**src/rtl/led_pkg.sv**
```systemverilog
// Shared encodings for the LED driver: command modes, FSM states and count width.
package led_pkg;

    localparam int unsigned COUNT_W = 4;
    localparam int unsigned MODE_W  = 2;

    localparam logic [MODE_W-1:0] MODE_OFF   = 2'd0;
    localparam logic [MODE_W-1:0] MODE_ON    = 2'd1;
    localparam logic [MODE_W-1:0] MODE_BLINK = 2'd2;
    localparam logic [MODE_W-1:0] MODE_PULSE = 2'd3;

    typedef enum logic [2:0] {
        ST_IDLE_OFF = 3'd0,
        ST_IDLE_ON  = 3'd1,
        ST_ON_PH    = 3'd2,
        ST_OFF_PH   = 3'd3,
        ST_DONE     = 3'd4
    } state_t;

endpackage

```
**src/rtl/led_driver_phase_timer.sv**
```systemverilog
// Loadable down-counter; flags the last cycle of a phase and parks at zero.
module phase_timer #(
    parameter int unsigned WIDTH = 8
) (
    input  logic             clk,
    input  logic             rst,
    input  logic             i_load,
    input  logic [WIDTH-1:0] i_load_val,
    output logic             o_expired_c
);

    logic [WIDTH-1:0] r_count;

    always_ff @(posedge clk or posedge rst) begin
        if (rst) begin
            r_count <= '0;
        end else if (i_load) begin
            r_count <= i_load_val;
        end else if (r_count != '0) begin
            r_count <= r_count - WIDTH'(1);
        end
    end

    // A count of one is the final cycle of the loaded phase.
    assign o_expired_c = (r_count == WIDTH'(1));

endmodule

```
**src/rtl/led_driver.sv**
```systemverilog
// Command-driven LED driver: static on/off, continuous blink, or N-blink pulse.
module led_driver
    import led_pkg::*;
#(
    parameter int unsigned clk_freq   = 95000,
    parameter int unsigned on_ms      = 100,
    parameter int unsigned off_ms     = 100,
    parameter bit          active_low = 1'b0
) (
    input  logic               clk,
    input  logic               rst,
    input  logic               cmd_valid,
    output logic               cmd_ready,
    input  logic [MODE_W-1:0]  cmd_mode,
    input  logic [COUNT_W-1:0] cmd_count,
    output logic               led_out,
    output logic               busy,
    output logic               done
);

    localparam int unsigned ON_TICKS  = on_ms * clk_freq;
    localparam int unsigned OFF_TICKS = off_ms * clk_freq;
    localparam int unsigned MAX_TICKS = (ON_TICKS > OFF_TICKS) ? ON_TICKS : OFF_TICKS;
    localparam int unsigned TIMER_W   = $clog2(MAX_TICKS + 1);

    if (ON_TICKS < 1 || OFF_TICKS < 1) begin : g_tick_check
        $error("led_driver: ON_TICKS and OFF_TICKS must both be at least 1");
    end

    state_t               r_state;
    state_t               w_state_next;
    logic [COUNT_W-1:0]   r_remaining;
    logic [COUNT_W-1:0]   w_remaining_next;
    logic                 r_pulse;
    logic                 w_pulse_next;
    logic                 r_cmd_ready;
    logic                 r_led_out;
    logic                 r_busy;
    logic                 r_done;
    logic                 w_ready_next;
    logic                 w_led_next;
    logic                 w_busy_next;
    logic                 w_done_next;
    logic                 w_accept;
    logic                 w_load;
    logic [TIMER_W-1:0]   w_load_val;
    logic                 w_expired;

    phase_timer #(
        .WIDTH (TIMER_W)
    ) u_phase_timer (
        .clk         (clk),
        .rst         (rst),
        .i_load      (w_load),
        .i_load_val  (w_load_val),
        .o_expired_c (w_expired)
    );

    assign w_accept = cmd_valid && r_cmd_ready;

    // State and registered outputs, all derived from the next state.
    always_ff @(posedge clk or posedge rst) begin
        if (rst) begin
            r_state     <= ST_IDLE_OFF;
            r_remaining <= '0;
            r_pulse     <= 1'b0;
            r_cmd_ready <= 1'b1;
            r_led_out   <= active_low;
            r_busy      <= 1'b0;
            r_done      <= 1'b0;
        end else begin
            r_state     <= w_state_next;
            r_remaining <= w_remaining_next;
            r_pulse     <= w_pulse_next;
            r_cmd_ready <= w_ready_next;
            r_led_out   <= w_led_next ^ active_low;
            r_busy      <= w_busy_next;
            r_done      <= w_done_next;
        end
    end

    always_comb begin
        w_state_next     = r_state;
        w_remaining_next = r_remaining;
        w_pulse_next     = r_pulse;
        w_load           = 1'b0;
        w_load_val       = TIMER_W'(ON_TICKS);

        if (w_accept) begin
            unique case (cmd_mode)
                MODE_OFF: begin
                    w_state_next = ST_IDLE_OFF;
                    w_pulse_next = 1'b0;
                end
                MODE_ON: begin
                    w_state_next = ST_IDLE_ON;
                    w_pulse_next = 1'b0;
                end
                MODE_BLINK: begin
                    w_state_next = ST_ON_PH;
                    w_pulse_next = 1'b0;
                    w_load       = 1'b1;
                end
                MODE_PULSE: begin
                    w_pulse_next     = 1'b1;
                    w_remaining_next = cmd_count;
                    if (cmd_count == '0) begin
                        w_state_next = ST_DONE;
                    end else begin
                        w_state_next = ST_ON_PH;
                        w_load       = 1'b1;
                    end
                end
                default: ;
            endcase
        end else begin
            unique case (r_state)
                ST_ON_PH: begin
                    if (w_expired) begin
                        w_state_next = ST_OFF_PH;
                        w_load       = 1'b1;
                        w_load_val   = TIMER_W'(OFF_TICKS);
                    end
                end
                ST_OFF_PH: begin
                    if (w_expired) begin
                        if (r_pulse) begin
                            w_remaining_next = r_remaining - COUNT_W'(1);
                        end
                        if (r_pulse && r_remaining == COUNT_W'(1)) begin
                            w_state_next = ST_DONE;
                        end else begin
                            w_state_next = ST_ON_PH;
                            w_load       = 1'b1;
                        end
                    end
                end
                ST_DONE: begin
                    w_state_next = ST_IDLE_OFF;
                    w_pulse_next = 1'b0;
                end
                default: ;
            endcase
        end

        w_led_next   = (w_state_next == ST_IDLE_ON) || (w_state_next == ST_ON_PH);
        w_busy_next  = (w_state_next == ST_ON_PH) || (w_state_next == ST_OFF_PH)
                    || (w_state_next == ST_DONE);
        w_done_next  = (w_state_next == ST_DONE);
        w_ready_next = (w_state_next == ST_IDLE_OFF) || (w_state_next == ST_IDLE_ON)
                    || (((w_state_next == ST_ON_PH) || (w_state_next == ST_OFF_PH))
                        && !w_pulse_next);
    end

    assign cmd_ready = r_cmd_ready;
    assign led_out   = r_led_out;
    assign busy      = r_busy;
    assign done      = r_done;

endmodule
```
**config.mk**
```make
export PLATFORM = sky130hd
export DESIGN_NAME = led_driver
export DESIGN_NICKNAME = d
export VERILOG_FILES = /design/src/rtl/led_pkg.sv /design/src/rtl/led_driver_phase_timer.sv /design/src/rtl/led_driver.sv
export SDC_FILE = /design/constraint.sdc
export NUM_CORES = 1
export LEC_CHECK = 0
export ABC_CLOCK_PERIOD_IN_PS = 2100
export BUFFER_PORTS_ARGS = -buffer_cell sky130_fd_sc_hd__buf_2
export CAP_MARGIN = 20
export CORE_MARGIN = 2
export CORE_UTILIZATION = 50
export CTS_CLUSTER_SIZE = 40
export DETAILED_ROUTE_END_ITERATION = 10
export PLACE_DENSITY = 0.7
export SYNTH_ARGS = -nofsm -noshare
export SYNTH_HDL_FRONTEND = slang
export SYNTH_SLANG_ARGS = --single-unit
```
**constraint.sdc**
```tcl
create_clock -name clk -period 2.1 [get_ports clk]
set_input_delay 0.105 -clock clk [delete_from_list [all_inputs] [get_ports clk]]
set_output_delay 0.105 -clock clk [all_outputs]
set_load 0.03 [all_outputs]
```
==> results of run 1 <==
==> worst min-delay path: stages <==
cell,delay [ns]
sky130_fd_sc_hd__buf_2,0.09
sky130_fd_sc_hd__a221oi_2,0.05
sky130_fd_sc_hd__a21oi_1,0.11
==> placed cells by master (no fill, tap or decap), types with 2 or more instances in the layout <==
| cell type | synthesis | final |
|---|---|---|
| sky130_fd_sc_hd__clkbuf_8 | 0 | 5 |
| sky130_fd_sc_hd__clkbuf_1 | 3 | 3 |
| sky130_fd_sc_hd__o31ai_1 | 4 | 3 |
| sky130_fd_sc_hd__nor4_4 | 2 | 4 |
| sky130_fd_sc_hd__nor2_1 | 21 | 20 |
| sky130_fd_sc_hd__a31oi_1 | 3 | 3 |
| sky130_fd_sc_hd__nor4_1 | 8 | 4 |
| sky130_fd_sc_hd__xor2_1 | 8 | 8 |
| sky130_fd_sc_hd__nor3_1 | 3 | 3 |
| sky130_fd_sc_hd__nand2b_1 | 2 | 2 |
| sky130_fd_sc_hd__o211ai_1 | 4 | 4 |
| sky130_fd_sc_hd__buf_6 | 1 | 5 |
| sky130_fd_sc_hd__xnor2_1 | 2 | 2 |
| sky130_fd_sc_hd__or4b_4 | 2 | 2 |
| sky130_fd_sc_hd__or3_1 | 8 | 8 |
| sky130_fd_sc_hd__nor4_2 | 3 | 5 |
| sky130_fd_sc_hd__o21ai_0 | 9 | 8 |
| sky130_fd_sc_hd__nand3_1 | 10 | 10 |
| sky130_fd_sc_hd__or4_2 | 4 | 2 |
| sky130_fd_sc_hd__a21oi_1 | 11 | 7 |
| sky130_fd_sc_hd__o22a_1 | 2 | 2 |
| sky130_fd_sc_hd__nand2_1 | 18 | 17 |
| sky130_fd_sc_hd__buf_4 | 1 | 51 |
| sky130_fd_sc_hd__nor2b_1 | 3 | 3 |
| sky130_fd_sc_hd__ha_1 | 4 | 4 |
| sky130_fd_sc_hd__nand2_2 | 1 | 2 |
| sky130_fd_sc_hd__a21oi_2 | 1 | 5 |
| sky130_fd_sc_hd__o22ai_1 | 2 | 2 |
| sky130_fd_sc_hd__dfrtp_1 | 35 | 35 |
| sky130_fd_sc_hd__or4_1 | 3 | 3 |
| sky130_fd_sc_hd__buf_2 | 2 | 12 |
| sky130_fd_sc_hd__or2_4 | 0 | 2 |
| sky130_fd_sc_hd__or4_4 | 1 | 3 |
| sky130_fd_sc_hd__nand4_1 | 5 | 5 |
| sky130_fd_sc_hd__inv_1 | 8 | 7 |
==> power by group <==
part | leakage [uW] | switching (uW) | internal [uW]
clock | 0.0000395 | 246 | 236
sequential | 0.000370 | 0 | 693
combinational | 0.000704 | 18.7 | 8.59
total | 0.00111 | 265 | 938
==> area by class of cell <==
| class | count | area, um^2 |
|---|---|---|
| clock buffer | 8 | 80.1 |
| fill | 321 | 1190 |
| inverter | 8 | 30.0 |
| multi-input combinational | 169 | 1250 |
| sequential | 36 | 902 |
| tap | 50 | 62.6 |
| timing repair buffer | 69 | 509 |
==> final timing paths <==
check / depth (start not counted) / end / slack (ns)
max: 5 / u_phase_timer.r_count[21] / -0.03
min: 3 / r_remaining[1] / 0.11
max reg2reg: 5 / u_phase_timer.r_count[21] / -0.03
min reg2reg: 1 / r_remaining[3] / 0.57
max in group asynchronous: 4 / cmd_ready / 1.28
min in group asynchronous: 4 / u_phase_timer.r_count[13] / 0.47
==> state kept, by name, summed over array words and instances (netlist names) <==
signal,count
u_phase_timer.r_count,24
r_remaining,4
r_state,3
busy,1
cmd_ready,1
done,1
led_out,1
r_pulse,1
==> repair_timing <==
action                                  4_1_cts  5_1_grt
buffers inserted                              2       14
pin swaps                                     2        9
endpoints found under the setup margin       22       33
hold endpoints to repair                     35        0
gates resized for setup                       5       28
cloned                                        0        0
hold buffers                                  1        0
==> cell families after synthesis <==
family          count (synthesis)  synth area share [%]
mux                             2                  1.01
compound gates                 46                  14.6
flops                          36                  43.0
buf+inv                        15                  3.34
fa+ha+maj                       4                  2.39
xor+xnor                       10                  4.18
simple gates                  107                  31.5
==> synth_stat cells (all sizes together) (5+ instances only) <==
| cell type | count | share of area (%) |
|---|---|---|
| xor2 | 8 | 3.3 |
| nand2 | 19 | 3.5 |
| inv | 8 | 1.4 |
| nor4 | 13 | 6.2 |
| a21oi | 12 | 3.0 |
| or3 | 10 | 3.1 |
| nor2 | 21 | 3.8 |
| nand3 | 10 | 2.4 |
| nand4 | 5 | 1.5 |
| dfrtp | 35 | 42 |
| o31ai | 5 | 2.0 |
| o21ai | 9 | 2.1 |
| or4 | 8 | 3.3 |
==> stage by stage <==
step | instances | TNS, ns | hold slack [ns] | setup slack [ns] | cell area (um^2)
global route | 340 | -0.666 | 0.131 | -0.0923 | 2840
finish | 340 | -0.0655 | 0.114 | -0.0278 | 2840
CTS | 327 | -0.0741 | 0.108 | -0.0400 | 2630
global placement | 316 | -0.0357 | 0.229 | -0.0228 | 2490
floorplan | 220 | -0.0300 | 0.271 | -0.0115 | 2100
detailed placement | 316 | -0.0437 | 0.244 | -0.0292 | 2490
==> routing by layer <==
metal | wire length [um] | global-route usage [%]
met1 | 2520 | 34.7
met4 | 68 | 7.11
met5 | 0 | 0
met3 | 199 | 5.36
met2 | 3010 | 38.8
==> metrics.log, run 1 <==
INFO  metric clock_tree.buffer_depth = 2
INFO  metric postSynthNetCount = 233
INFO  metric cts_inserted_buffers = 5
INFO  metric grt_antenna_before_repair = 0
INFO  metric critPathMostFrequentCell = sky130_fd_sc_hd__or4b_4
INFO  metric worst_setup_sp = u_phase_timer.r_count[5]
INFO  metric cts_tree = yes
INFO  metric clkTransAtPathRegs = 0.07 ns
INFO  metric io_pins = 13
INFO  metric worstSkewPairLatency = 0.29 ns
INFO  metric drc = 0
INFO  metric hold_violations = 0
INFO  metric globalRoute.totalOverflow = 0
INFO  metric final_layout_size_suffix_gt1_share = 40.0%
INFO  metric post-layout-total-power = 1200 uW
INFO  metric fin_worst_skew = 0.00478 ns
INFO  metric detail_route.wl_per_cell = 17.1 um
INFO  metric path_class = reg -> reg
INFO  metric vias_in_the_first_global_route = 1809
INFO  metric post-route-min-period = 2.13 ns
INFO  metric hold_start = cmd_count[1]
INFO  metric cp.buffers_inverters = 0
INFO  metric syn_area = 2100 um^2
INFO  metric critical_path.top_delay_family = simple AND/OR/NAND/NOR gates
INFO  metric crit_path_end_kind = flop
INFO  metric syn-mean-instance-area = 9.53 um^2
INFO  metric dieWidth = 68.8 um
INFO  metric fin_crit_sh = 101%
INFO  metric post_synth_edffs = 0
INFO  metric buffer_ports.inserted = 12
INFO  metric fp-row-count = 23
INFO  metric die_area = 4730 um^2
INFO  metric slew_headroom = 68.8%
INFO  metric achievable_freq = 0.470 GHz
INFO  metric fin_util = 70.4%
INFO  metric grt_pass1_wl = 8660 um
INFO  metric half_perimeter_wire_length_after_placement = 3840 um
INFO  metric grt_setup_unrepaired = true
INFO  metric vdd_drop_max = 335 uV
INFO  metric finalSetupViolCount = 4
INFO  metric min_path_type = in -> reg
INFO  metric required_worst_endpoint = 2.32 ns
INFO  metric dr.pass1.iters = 4
INFO  metric yosysSeqAreaShare = 43.0%
INFO  metric area_delta_synth_final = 35.3%
INFO  metric setup.worst_path.start_class = flop
INFO  metric drt_wl_total = 5800 um
INFO  metric clock_tree.htree_level_count = 2
INFO  metric die_height = 68.8 um
INFO  metric detail_route.iter0.violations = 124
INFO  metric num_vias = 1989
INFO  metric ys.flop_type = sky130_fd_sc_hd__dfrtp_1
INFO  metric design.final.nets = 302
INFO  metric synth.ff_latch_count = 36
INFO  metric core_region_area = 4030 um^2
INFO  metric antenna_left = 0
INFO  metric synth.yosys.warnings = 0
INFO  metric route.detailed.vias_per_inst = 5.85
INFO  metric antenna-diode-count = 0
INFO  metric timing.critical_path.slowest_cell_delay = 0.54 ns
INFO  metric critPathArrivalTime = 2.35 ns
INFO  metric crit_path_cell_trace = nor4_4 -> nand2_2 -> or4b_4 -> or4b_4 -> a21oi_2
INFO  metric global_routing_usage_summed_across_all_routing_layers = 24.9%
INFO  metric leakagePower = 0.00111 uW
INFO  metric grt_max_degree = 37
INFO  metric violations = setup timing
INFO  metric layout_setup_ws = -0.0278 ns
INFO  metric timing.critical_path.fanout_max = 3
INFO  metric clock_net_sink_count = 36
INFO  metric timing.max_cap.violations = 0
INFO  metric run_status = finished with violations
INFO  metric postSynthCellCount = 220
INFO  metric cellPowerDensity = 424 nW/um^2
INFO  metric clk_root_buffer_cell = sky130_fd_sc_hd__clkbuf_8
INFO  metric final-max-slew-violation-count = 0
INFO  metric initial_util = 52.0%
INFO  metric yosys.cell_types.count = 55
INFO  metric gpl.final_weighted_congestion = 0.891
INFO  metric synth-async-reset-ratio = 100%
INFO  metric worst-slew-pin-transition = 0.468 ns
INFO  metric critPathSlowestCell = sky130_fd_sc_hd__or4b_4
INFO  metric worstReg2RegStart = u_phase_timer.r_count[5]
Note: power is estimated with default switching activity, not from simulation.
==> run 2, diff against run 1 <==
SKIP_CTS_REPAIR_TIMING = 1   (was default)
==> metrics.log, run 2 (synthesized netlist as in run 1, its figures left out) <==
INFO  metric run_status = finished with violations
INFO  metric violations = setup timing
INFO  metric critPathArrivalTime = 2.35 ns (about the same)
INFO  metric largest_register = u_phase_timer.r_count
INFO  metric finalSetupViolCount = 4 (unchanged)
INFO  metric path_class = reg -> reg
INFO  metric post-route-min-period = 2.17 ns (+0.0451 ns)
INFO  metric die_area = 4730 um^2 (unchanged)
INFO  metric timing.critical_path.fanout_max = 5 (+2)
INFO  metric final-max-slew-violation-count = 0 (unchanged)
INFO  metric half_perimeter_wire_length_after_placement = 3840 um (unchanged)
INFO  metric fin_crit_sh = 103% (+2.1 points)
INFO  metric core_region_area = 4030 um^2 (unchanged)
INFO  metric timing.critical_path.slowest_cell_delay = 0.60 ns (+0.06 ns)
INFO  metric cts_tree = yes
INFO  metric initial_util = 52.0% (unchanged)
INFO  metric antenna_left = 0 (unchanged)
INFO  metric worstSkewPairLatency = 0.29 ns (about the same)
INFO  metric design.final.nets = 295 (-2.3%)
INFO  metric area_delta_synth_final = 32.2%
INFO  metric required_worst_endpoint = 2.28 ns (-0.04 ns)
INFO  metric timing.max_cap.violations = 0 (unchanged)
INFO  metric setup.worst_path.start_class = flop
INFO  metric clock_tree.buffer_depth = 2 (unchanged)
INFO  metric hold_violations = 0 (unchanged)
INFO  metric layout.cells.most_common_list = 44 x sky130_fd_sc_hd__buf_4, 35 x sky130_fd_sc_hd__dfrtp_1, 21 x sky130_fd_sc_hd__nor2_1
INFO  metric leakagePower = 0.00108 uW (-2.9%)
INFO  metric num-fill-cells = 341 (+6.2%)
INFO  metric cts_inserted_buffers = 5 (unchanged)
INFO  metric final_layout_size_suffix_gt1_share = 36.4% (-3.6 points)
INFO  metric finalNonFillerCells = 333 (-2.1%)
INFO  metric grt_pass1_wl = 8560 um (-1.1%)
INFO  metric cellPowerDensity = 435 nW/um^2 (+2.6%)
INFO  metric final-seq-area = 902 um^2 (unchanged)
INFO  metric min_path_type = in -> reg
INFO  metric largest_reg_flops = 24 (unchanged)
INFO  metric grt_antenna_before_repair = 0 (unchanged)
INFO  metric crit_path_cell_trace = nor4_4 -> nand4_1 -> or4_4 -> and2_4 -> o22a_1
INFO  metric clkTransAtPathRegs = 0.07 ns (about the same)
INFO  metric dp_cells = 316 (unchanged)
INFO  metric crit_path_end_kind = flop
INFO  metric multi_input_logic_area = 1240 um^2 (-1.1%)
INFO  metric dr.pass1.iters = 4 (unchanged)
INFO  metric fin_worst_skew = 0.00865 ns (+0.00387 ns)
INFO  metric critical_path.top_delay_family = simple AND/OR/NAND/NOR gates
INFO  metric fp-row-count = 23 (unchanged)
INFO  metric slew_headroom = 64.3% (-4.5 points)
INFO  metric route.detailed.vias_per_inst = 5.87 (+0.41%)
INFO  metric dieWidth = 68.8 um (unchanged)
INFO  metric most_frequent_standard_cell_in_the_layout_excluding_fill_and_tap_cells = sky130_fd_sc_hd__buf_4
INFO  metric num_vias = 1956 (-1.7%)
INFO  metric r2r.worst_path.cells = 5 (unchanged)
INFO  metric io_pins = 13 (unchanged)
INFO  metric cp.buffers_inverters = 0 (unchanged)
INFO  metric buffer_ports.inserted = 12 (unchanged)
INFO  metric global_routing_usage_summed_across_all_routing_layers = 24.5% (-0.38 points)
INFO  metric achievable_freq = 0.460 GHz (-2.1%)
INFO  metric detail_route.iter0.violations = 105 (-15%)
INFO  metric die_height = 68.8 um (unchanged)
INFO  metric critPathSlowestCell = sky130_fd_sc_hd__or4_4
INFO  metric gpl.final_weighted_congestion = 0.891 (unchanged)
INFO  metric clock_tree.htree_level_count = 2 (unchanged)
INFO  metric vias_in_the_first_global_route = 1811 (+0.11%)
INFO  metric worst_hold_stages = 3 (unchanged)
INFO  metric drc = 0 (unchanged)
INFO  metric worst-slew-pin-transition = 0.531 ns (+0.0627 ns)
INFO  metric antenna-diode-count = 0 (unchanged)
INFO  metric layout_setup_ws = -0.0729 ns (-0.0451 ns)
INFO  metric fin_util = 68.8% (-1.6 points)
INFO  metric grt_setup_unrepaired = true
INFO  metric critical_path_depth = 5 (unchanged)
INFO  metric clk_root_buffer_cell = sky130_fd_sc_hd__clkbuf_8
INFO  metric detail_route.wl_per_cell = 16.5 um (-3.0%)
INFO  metric grt_max_degree = 37 (unchanged)
INFO  metric globalRoute.totalOverflow = 0 (unchanged)
INFO  metric reg.largest.list = u_phase_timer.r_count x24, r_remaining x4, r_state x3
INFO  metric drt_wl_total = 5510 um (-5.0%)
INFO  metric clock_net_sink_count = 36 (unchanged)
INFO  metric vdd_drop_max = 343 uV (+2.2%)
[run 2: layer usage]
| layer | part of all wire, % | global-route usage, % | vias up |
|---|---|---|---|
| met1 | 47 | 33.8 | 968 |
| li1 | - | - | 947 |
| met3 | 2.7 | 5.36 | 6 |
| met4 | 0.85 | 7.11 | 0 |
| met2 | 50 | 38.6 | 35 |
| met5 | 0 | 0 | - |
[run 2: worst reg2reg max path: cells and delay by family (launching register included)]
family             cells  cell delay, ns
AOI/OAI and AO/OA      1            0.20
and+or+nand+nor        4            1.45
DFF                    1            0.42
[run 2: where the power goes]
group	switching (uW)	internal, uW	leakage (uW)
Clock	249	236	0.0000395
Sequential	0	693	0.000370
Combinational	18.6	8.59	0.000671
[run 2: area by class of cell]
type | instances | share of cell area (%)
clock buffer | 8 | 2.89
sequential | 36 | 32.6
timing repair buffer | 62 | 16.5
tap | 50 | 2.26
inverter | 8 | 1.08
multi-input combinational | 169 | 44.7
[run 2: worst paths after layout]
kind	slack, ns	to	start
min	0.13	r_remaining[1]	cmd_count[1]
max reg2reg	-0.07	r_remaining[2]	u_phase_timer.r_count[8]
min reg2reg	0.59	r_remaining[3]	r_remaining[3]
max in group asynchronous	1.28	cmd_ready	rst
min in group asynchronous	0.47	u_phase_timer.r_count[22]	rst
max	-0.07	r_remaining[2]	u_phase_timer.r_count[8]
[run 2: metrics by stage]
stage / hold WS (ns) / instance area (um^2) / setup TNS (ns) / worst slack (ns) / power, uW
after detailed placement: 0.244 / 2490 / -0.0437 / -0.0292 / 733
after global routing: 0.131 / 2770 / -0.722 / -0.151 / 1250
final: 0.125 / 2770 / -0.179 / -0.0729 / 1200
after floorplan: 0.271 / 2100 / -0.0300 / -0.0115 / 718
after global placement: 0.229 / 2490 / -0.0357 / -0.0228 / 732
after CTS: -0.0717 / 2570 / -0.358 / -0.0580 / 1210
==> run 3, diff against run 2 <==
ABC_CLOCK_PERIOD_IN_PS = 1900   (was 2100)
clock period = 1.9 ns   (was 2.1 ns; I/O delays follow)
==> metrics.log, run 3 (synthesized netlist as in run 1, its figures left out) <==
INFO  metric clkTransAtPathRegs = 0.07 ns (about the same)
INFO  metric timing.critical_path.fanout_max = 5 (unchanged)
INFO  metric slew_headroom = 69.2% (+4.8 points)
INFO  metric dr.pass1.iters = 4 (unchanged)
INFO  metric globalRoute.totalOverflow = 0 (unchanged)
INFO  metric final-max-slew-violation-count = 0 (unchanged)
INFO  metric die_area = 4730 um^2 (unchanged)
INFO  metric final_layout_size_suffix_gt1_share = 47.7% (+11 points)
INFO  metric finalHoldWorstSlack = 0.0999 ns (-0.0253 ns)
INFO  metric clock_tree.buffer_depth = 2 (unchanged)
INFO  metric clock_tree.htree_level_count = 2 (unchanged)
INFO  metric largest_register = u_phase_timer.r_count
INFO  metric drt_wl_total = 6450 um (+17%)
INFO  metric drc = 0 (unchanged)
INFO  metric global_routing_usage_on_met1 = 35.2% (+1.3 points)
INFO  metric critPathArrivalTime = 2.42 ns (+0.07 ns)
INFO  metric critPathSlowestCell = sky130_fd_sc_hd__or4_4
INFO  metric vias_in_the_first_global_route = 1845 (+1.9%)
INFO  metric antenna-diode-count = 0 (unchanged)
INFO  metric most_frequent_standard_cell_in_the_layout_excluding_fill_and_tap_cells = sky130_fd_sc_hd__buf_4
INFO  metric timing.max_cap.violations = 0 (unchanged)
INFO  metric grt_pass1_wl = 8580 um (+0.25%)
INFO  metric reg.largest.list = u_phase_timer.r_count x24, r_remaining x4, r_state x3
INFO  metric gpl.final_weighted_congestion = 0.798 (-10%)
INFO  metric clk_root_buffer_cell = sky130_fd_sc_hd__clkbuf_8
INFO  metric achievable_freq = 0.448 GHz (-2.6%)
INFO  metric vdd_drop_max = 388 uV (+13%)
INFO  metric timing.critical_path.slowest_cell_delay = 0.59 ns (about the same)
INFO  metric run_status = finished with violations
INFO  metric fin_crit_sh = 117% (+14 points)
INFO  metric finalSetupViolCount = 33 (+29)
INFO  metric final.setup.tns = -7.79 ns (-7.61 ns)
INFO  metric dp_cells = 330 (+4.4%)
INFO  metric grt_max_degree = 37 (unchanged)
INFO  metric initial_util = 52.0% (unchanged)
INFO  metric detail_route.wl_per_cell = 18.2 um (+10%)
INFO  metric route.detailed.vias_per_inst = 6.09 (+3.6%)
INFO  metric dieWidth = 68.8 um (unchanged)
INFO  metric worstSkewPairLatency = 0.30 ns (about the same)
INFO  metric design.final.nets = 316 (+7.1%)
INFO  metric global_routing_usage_summed_across_all_routing_layers = 25.1% (+0.56 points)
INFO  metric fp-row-count = 23 (unchanged)
INFO  metric largest_reg_flops = 24 (unchanged)
INFO  metric grt_most_used_layer = met2
INFO  metric post-route-min-period = 2.23 ns (+0.0570 ns)
INFO  metric die_height = 68.8 um (unchanged)
INFO  metric cts_inserted_buffers = 5 (unchanged)
INFO  metric detail_route.iter0.violations = 214 (+100%)
INFO  metric groute.layer.met2.usage = 38.6% (unchanged)
INFO  metric core_region_area = 4030 um^2 (unchanged)
INFO  metric io_pins = 13 (unchanged)
INFO  metric antenna_left = 0 (unchanged)
INFO  metric buffer_ports.inserted = 12 (unchanged)
INFO  metric crit_path_cell_trace = nor4_4 -> buf_4 -> nand4_1 -> or4_4 -> and2_4 -> o22a_1
INFO  metric cellPowerDensity = 446 nW/um^2 (+2.6%)
INFO  metric hold_violations = 0 (unchanged)
INFO  metric cts_tree = yes
INFO  metric post-layout-total-power = 1370 uW (+14%)
INFO  metric grt_antenna_before_repair = 0 (unchanged)
INFO  metric area_delta_synth_final = 46.8%
INFO  metric layout_setup_ws = -0.330 ns (-0.257 ns)
INFO  metric path_class = reg -> reg
INFO  metric worst-slew-pin-transition = 0.462 ns (-0.0686 ns)
INFO  metric clock_net_sink_count = 36 (unchanged)
INFO  metric half_perimeter_wire_length_after_placement = 3850 um (+0.17%)
INFO  metric grt_setup_unrepaired = true
INFO  metric finalNonFillerCells = 354 (+6.3%)
INFO  metric violations = setup timing
INFO  metric setup.worst_path.start_class = flop
INFO  metric min_path_type = in -> reg
INFO  metric global_route.usage.met3 = 4.38% (-0.97 points)
INFO  metric fin_worst_skew = 0.00436 ns (-0.00429 ns)
INFO  metric num_vias = 2155 (+10%)
INFO  metric required_worst_endpoint = 2.09 ns (-0.19 ns)
INFO  metric layout.cells.most_common_list = 64 x sky130_fd_sc_hd__buf_4, 33 x sky130_fd_sc_hd__dfrtp_1, 16 x sky130_fd_sc_hd__nand2_1
INFO  metric leakagePower = 0.00123 uW (+14%)
INFO  metric crit_path_end_kind = flop
==> run 3: per-stage QoR <==
step / utilization, % / setup slack (ns) / cell area (um^2)
after detailed placement: 65.6 / -0.255 / 2640
after global placement: 65.6 / -0.246 / 2640
final: 76.4 / -0.330 / 3080
after CTS: 67.9 / -0.278 / 2730
after global routing: 76.4 / -0.401 / 3080
after floorplan: - / -0.212 / 2140
==> run 3: critical path, delay by kind of cell (launching register included) <==
kind | cells | cell delay, ns
buf+inv | 1 | 0.17
compound gates | 1 | 0.21
flops | 1 | 0.43
simple gates | 4 | 1.31
==> run 3: area by class of cell <==
class / instances / area (um^2)
clock buffer: 6 / 82.6
clock inverter: 2 / 10.0
fill: 273 / 950
inverter: 8 / 30.0
multi-input combinational: 170 / 1360
sequential: 36 / 905
tap: 50 / 62.6
timing repair buffer: 82 / 629
==> run 3: layer usage <==
| metal | routed length (um) | vias to the layer above |
|---|---|---|
| met5 | 0 | - |
| li1 | - | 997 |
| met1 | 2590 | 1064 |
| met2 | 3270 | 75 |
| met4 | 187 | 0 |
| met3 | 406 | 19 |
==> run 3: path summary, 6_finish.rpt <==
kind / startpoint / endpoint / slack [ns] / depth (start not counted)
setup / recovery: u_phase_timer.r_count[13] / r_remaining[3] / -0.33 / 6
hold / removal: cmd_count[1] / r_remaining[1] / 0.1 / 3
setup reg to reg: u_phase_timer.r_count[13] / r_remaining[3] / -0.33 / 6
hold reg to reg: r_pulse / r_pulse / 0.56 / 2
max in group asynchronous: rst / u_phase_timer.r_count[6] / 1.12 / 4
min in group asynchronous: rst / r_pulse / 0.44 / 4
==> run 3: power by group <==
part / total, uW / internal [uW] / switching, uW
logic: 30.0 / 9.55 / 20.5
registers: 766 / 766 / 0
clock network: 578 / 289 / 288
